## src/rtl/fifo_pkt_reader.sv

```systemverilog
// Pop-side FIFO consumer: accumulates per-packet length/sum/error using the
// word MSB as end-of-packet, and presents one registered summary per packet.
module fifo_pkt_reader #(
  parameter int DATA_WIDTH = 32,
  parameter int MAX_LEN    = 16,
  parameter int LEN_W      = $clog2(MAX_LEN + 1)
) (
  input  logic                  clk,
  input  logic                  rst,
  input  logic                  enable_i,
  input  logic [DATA_WIDTH:0]   fifo_data_i,
  input  logic                  fifo_valid_i,
  output logic                  fifo_grant_o,
  output logic                  pkt_valid_o,
  input  logic                  pkt_ready_i,
  output logic [LEN_W-1:0]      pkt_len_o,
  output logic [DATA_WIDTH-1:0] pkt_sum_o,
  output logic                  pkt_err_o,
  output logic [15:0]           pkt_cnt_o
);

  typedef enum logic {RECV, HOLD} state_e;

  localparam logic [LEN_W-1:0] MAX_LEN_C = LEN_W'(MAX_LEN);

  state_e                state_q, state_d;
  logic [LEN_W-1:0]      len_q, len_d;
  logic [DATA_WIDTH-1:0] sum_q, sum_d;
  logic                  err_q, err_d;
  logic                  valid_q, valid_d;
  logic [LEN_W-1:0]      out_len_q, out_len_d;
  logic [DATA_WIDTH-1:0] out_sum_q, out_sum_d;
  logic                  out_err_q, out_err_d;
  logic [15:0]           cnt_q, cnt_d;

  logic                  xfer;
  logic                  last;
  logic [LEN_W-1:0]      acc_len;
  logic [DATA_WIDTH-1:0] acc_sum;
  logic                  acc_err;

  // Grant depends only on registered state, never on fifo_valid_i.
  assign fifo_grant_o = (state_q == RECV) && enable_i && !rst;
  assign xfer         = fifo_valid_i && fifo_grant_o;
  assign last         = fifo_data_i[DATA_WIDTH];

  // Accumulator values including the word being transferred this cycle.
  always_comb begin
    acc_sum = sum_q + fifo_data_i[DATA_WIDTH-1:0];
    acc_len = len_q;
    acc_err = err_q;
    if (len_q < MAX_LEN_C) begin
      acc_len = len_q + LEN_W'(1);
    end else begin
      acc_err = 1'b1;
    end
  end

  always_comb begin
    state_d   = state_q;
    len_d     = len_q;
    sum_d     = sum_q;
    err_d     = err_q;
    valid_d   = valid_q;
    out_len_d = out_len_q;
    out_sum_d = out_sum_q;
    out_err_d = out_err_q;
    cnt_d     = cnt_q;
    case (state_q)
      RECV: begin
        if (xfer) begin
          if (last) begin
            out_len_d = acc_len;
            out_sum_d = acc_sum;
            out_err_d = acc_err;
            valid_d   = 1'b1;
            cnt_d     = cnt_q + 16'd1;
            len_d     = '0;
            sum_d     = '0;
            err_d     = 1'b0;
            state_d   = HOLD;
          end else begin
            len_d = acc_len;
            sum_d = acc_sum;
            err_d = acc_err;
          end
        end
      end
      HOLD: begin
        if (valid_q && pkt_ready_i) begin
          valid_d = 1'b0;
          state_d = RECV;
        end
      end
      default: state_d = RECV;
    endcase
  end

  always_ff @(posedge clk or posedge rst) begin
    if (rst) begin
      state_q   <= RECV;
      len_q     <= '0;
      sum_q     <= '0;
      err_q     <= 1'b0;
      valid_q   <= 1'b0;
      out_len_q <= '0;
      out_sum_q <= '0;
      out_err_q <= 1'b0;
      cnt_q     <= '0;
    end else begin
      state_q   <= state_d;
      len_q     <= len_d;
      sum_q     <= sum_d;
      err_q     <= err_d;
      valid_q   <= valid_d;
      out_len_q <= out_len_d;
      out_sum_q <= out_sum_d;
      out_err_q <= out_err_d;
      cnt_q     <= cnt_d;
    end
  end

  assign pkt_valid_o = valid_q;
  assign pkt_len_o   = out_len_q;
  assign pkt_sum_o   = out_sum_q;
  assign pkt_err_o   = out_err_q;
  assign pkt_cnt_o   = cnt_q;

endmodule

```

## config.mk

```make
export PLATFORM = sky130hd
export DESIGN_NAME = fifo_pkt_reader
export DESIGN_NICKNAME = d
export VERILOG_FILES = /design/src/rtl/fifo_pkt_reader.sv
export SDC_FILE = /design/constraint.sdc
export NUM_CORES = 1
export LEC_CHECK = 0
export CORE_ASPECT_RATIO = 1.25
export CORE_MARGIN = 4
export CORE_UTILIZATION = 53
export CTS_CLUSTER_DIAMETER = 150
export DETAILED_ROUTE_END_ITERATION = 8
export PLACE_DENSITY = 0.81
export RECOVER_POWER = 25
export SYNTH_ARGS = -nofsm -noshare
export SYNTH_HDL_FRONTEND = slang
export SYNTH_SLANG_ARGS = --single-unit
```

## constraint.sdc

```tcl
create_clock -name clk -period 3.8 [get_ports clk]
set_input_delay 0.76 -clock clk [delete_from_list [all_inputs] [get_ports clk]]
set_output_delay 0.76 -clock clk [all_outputs]
set_load 0.005 [all_outputs]
```

* Yosys cells after proc, flatten, opt, wreduce, memory -nomap -nowiden *
Cells that the tools add are included.

word-level totals
  flip-flop bits (word level) = 94
  input port bits = 38
  output and inout port bits = 56
  word-level logic and storage cells = 38

operators by class
  add/sub/neg operators = 3
  $lt $le $gt $ge = 1
  eq/ne operators = 3
  multiplexer cells = 13
  bitwise gates (word level) = 1
  reduce and logical (&&, ||, !) cells = 8

operator list
  operator                                            count
  adder 32 bit                                        1
  2-to-1 mux 32 bit                                   1
  adder 16 x 1 -> 16 bit (second input constant)      1
  2-to-1 mux 5 bit                                    2
  2-to-1 mux 1 bit                                    8
  AND reduction 3 bit                                 2
  adder 5 x 1 -> 5 bit (second input constant)        1
  less-than comparator 5 bit (second input constant)  1
  logical AND 1 bit                                   4
  != test 2 bit (second input constant)               2
  one-hot mux 1 bit (2 select lines)                  2
  != test 2 x 1 -> 1 bit (second input constant)      1
  AND reduction 2 bit                                 1
  logical NOT 1 bit                                   1
  NOT 1 bit                                           1

* Longest topological paths before layout *
  word-level depth = 6
  gate-level depth with buffers = 12

* Least setup slack after synthesis *
OpenSTA, ideal clock, no wires.

  kind = in2reg
  from = input fifo_data_i[0]
  to = register out_sum_q[30], in the netlist pkt_sum_o[30]
  library setup time = 125 ps
  arrival = 3294 ps
  data required time = 3675 ps
  path slack = 381 ps
  stages = 12
  buffers on the path = 0
  path through = ha_1 fa_1 a21oi_2 o21ai_2 a2111oi_4 nor3b_2 a211oi_2 nor2_2 a211o_2 a221oi_2 xnor2_1 mux2_2

between the ends
  word-level cells in the longest chain between the ends = 1

RTL lines
  element                 line  source
  start: declaration      11    input logic [DATA_WIDTH:0] fifo_data_i,
  adder 32 bit            49    acc_sum = sum_q + fifo_data_i[DATA_WIDTH-1:0];
  end signal: assignment  117   out_sum_q <= out_sum_d;
  end: declaration        32    logic [DATA_WIDTH-1:0] out_sum_q, out_sum_d;

No other way between the ends.
A chain may end at the register's enable or synchronous reset.

* Worst setup path in the final report *
  from = input fifo_data_i[2]
  to = register out_sum_q[30], in the netlist pkt_sum_o[30]

Same word-level chain as after synthesis.

==> impl_metrics.toml <==
[status]
status = "finished with violations"
failed_checks = "max-capacitance violations, max-slew violations"

[grt]
gr-usage-met1 = 0.296
antenna_found_initial = 0
grt_start_max_net_pins = 53
grt_use_met3 = 0.0390
grt_pass1_wl_um = 21200
busiest_layer = "met2"
track_usage = 0.236
gr-usage-met2 = 0.401
grt_pass1_vias = 4548
grt.overflow.total = 0

[die]
die_w_um = 95.7
fp.coreArea_sq_um = 9270
num_io_pins = 94
rows = 39
die_area_sq_um = 11300
dieHeight_um = 118
start_util = 0.549

[critical_path]
path_depth = 12
r2r_cells = 12
endpoint_kind = "flop"
cp-startpoint = "fifo_data_i[2]"
cp_num_buf_inv = 1
crit-reg2reg-launch = "sum_q[0]$_DFFE_PP0P_"
worstSetupPathType = "primary input to flop"
critPathTopFamily = "compound AO/OA/AOI/OAI gates"
cp_max_fo = 2
start_kind = "primary input"
arrival_ns = 3.80
cpPeakStageDelay_ns = 0.41
cpMaxStageDelayCell = "clkdlybuf4s50_1"
worstPathCellList = "clkdlybuf4s50_1 > ha_1 > a21oi_2 > o21ai_2 > a2111oi_4 > nor3b_2 > a211oi_2 > nor2_2 > a211o_2 > a221oi_4 > xnor2_1 > mux2_2"
ff2ff_setup_slack_ns = 0.41
cp.required_ns = 4.03

[finish]
final_common_cell = "nand2_1"
layout.cells.non_filler = 770
syn2layout_area_growth_pct = 31.3
multi_input_area_sq_um = 2680
seqCellArea_sq_um = 2350
layout_common_cells = "nand2_1, dfrtp_1, clkdlybuf4s50_1, o21ai_0, ha_1"
final_nets = 714
fillers = 700
diodes = 0
layout-drive-gt1-share = 0.0989

[timing]
setup-violations-final = 0
max_freq_ghz = 0.280
worstMarginPinSlew_ns = 2.26
hold_viol = 0
fin_skew_ns = 0.0126
whs_ns = 0.475
relSlewSlack = -0.512
post-route-period-util = 0.940
drv_slew = 53
layout_min_cycle_time_ns = 3.57
rsz0062_at_grt = "false"

[clocking]
cts_max_level = 3
numCtsBuffers = 9
cts.sinks = 94
cts_tree = "built"
clkTransAtPathRegs_ns = 0.07
clk_path_buf_depth = 2
ctsHoldBuffers = 0
clk_latency_ns = 0.35
cts_root_buffer = "clkbuf_16"

[drt]
wl_per_cell_um = 16.3
ant_nets = 0
num_vias = 4317
drtIter0Drc = 249
viasPerCell = 5.61
drc = 0
drtPass1Iterations = 4
routed_wl_um = 12500

[yosys]
ys_seq_area_frac = 0.462
synthesis.nets = 599
async_flop_share = 1.00
netlist_area_sq_um = 5090
synth_cells = 527
yosysWarnings = 0
synth_edf_count = 0
yosys.cell_types.count = 47
syn_area_per_cell_sq_um = 9.67
synthFlopType = "dfrtp_1"
synth-seq-cells = 94

[placement]
portBuffers = 93
dp.cells = 750
dpl.hpwl_um = 9130
gp_congestion = 0.938

[hold_path]
hold_class = "flop to flop"
worstHoldStart = "pkt_cnt_o[15]$_DFFE_PP0P_"
hold_depth = 1

[pwr]
power.total_uw = 4950
powerDensity_nw_per_um2 = 740
ir_worst_vdd_uv = 413
leakage_uw = 0.00317

[flow_run]
max-cap-violations = 1
worst reg2reg max path, stage by stage, from the launching register on:
cell and delay, ns:
dfrtp_1 0.41, ha_4 0.18, fa_2 0.38, a21oi_2 0.21
o21ai_2 0.11, a2111oi_4 0.41, nor3b_2 0.11, a211oi_2 0.32
nor2_2 0.07, a211o_2 0.38, a221oi_4 0.30, xnor2_1 0.12
mux2_2 0.27
logic make-up (layout without fill, tap and decap cells):
group                    Yosys count  in the layout  share of synthesized area
AO/OA/AOI/OAI                    134            134                      0.179
XOR/XNOR                          48             48                     0.0825
adder cells (fa/ha/maj)           34             34                     0.0850
buffers and inverters             25            145                     0.0184
flip-flops                        94             94                      0.462
multiplexers                       6              6                     0.0133
AND/OR/NAND/NOR                  186            186                      0.160
repair_timing:
item,in CTS,in global routing
gates resized for setup,0,6
setup endpoints to repair,0,3
buffers inserted,0,4
synthesized netlist by cell type, types with 2 or more instances:
cell type / n / share of area
nand2_1: 118 / 0.087
dfrtp_1: 94 / 0.46
o21ai_0: 37 / 0.036
ha_1: 33 / 0.081
xnor2_1: 31 / 0.053
a21oi_1: 27 / 0.027
a22o_1: 21 / 0.036
nor2_1: 20 / 0.015
clkbuf_1: 17 / 0.013
xor2_1: 17 / 0.029
a21o_1: 16 / 0.024
nand3_1: 12 / 0.012
inv_1: 8 / 0.0059
nand4_1: 7 / 0.0086
nor2b_1: 7 / 0.0086
mux2_2: 6 / 0.013
nor3_1: 6 / 0.0059
o21a_1: 5 / 0.0074
o31ai_1: 5 / 0.0074
a31oi_1: 4 / 0.0049
o211ai_1: 4 / 0.0059
and3_1: 3 / 0.0037
and4_1: 2 / 0.0034
nand2b_1: 2 / 0.0025
nand3b_1: 2 / 0.0029
o21bai_1: 2 / 0.0029
flip-flops by register name (all words and copies together), names as in the netlist:
name         count
err_q            1
len_q            5
pkt_cnt_o       16
pkt_err_o        1
pkt_len_o        5
pkt_sum_o       32
pkt_valid_o      1
state_q          1
sum_q           32
path summary, 6_finish.rpt:
kind | end
setup / recovery | pkt_sum_o[30]$_DFFE_PP0P_
hold / removal | pkt_cnt_o[15]$_DFFE_PP0P_
setup reg to reg | pkt_sum_o[30]$_DFFE_PP0P_
hold reg to reg | pkt_cnt_o[15]$_DFFE_PP0P_
max in group asynchronous | sum_q[24]$_DFFE_PP0P_
min in group asynchronous | pkt_len_o[1]$_DFFE_PP0P_
per-stage QoR:
| stage | setup slack (ns) | util | setup TNS [ns] | area, sq um |
|---|---|---|---|---|
| final | 0.228 | 0.721 | 0 | 6690 |
| after global placement | -0.189 | 0.681 | -0.558 | 6310 |
| after CTS | 0.0109 | 0.716 | 0 | 6640 |
| after global routing | 0.139 | 0.721 | 0 | 6690 |
| after detailed placement | -0.343 | 0.681 | -1.45 | 6310 |
| after floorplan | 0.381 | - | 0 | 5090 |
final cells by class:
class | count | area share
inverter | 8 | 0.00468
timing repair buffer | 121 | 0.171
tap | 123 | 0.0230
multi-input combinational | 408 | 0.400
clock inverter | 6 | 0.0137
sequential | 94 | 0.352
clock buffer | 10 | 0.0357
report_power, final:
group	internal (uW)	total, uW	switching (uW)
sequential	1360	1600	244
combinational	1220	2350	1130
clock	599	992	392
total	3180	4950	1770
layer usage:
layer	wire [um]	vias to the layer above
li1	-	2077
met1	5220	2087
met2	6410	126
met3	553	27
met4	340	0
met5	0	-
No activity file was read; power rests on OpenSTA's default activity.
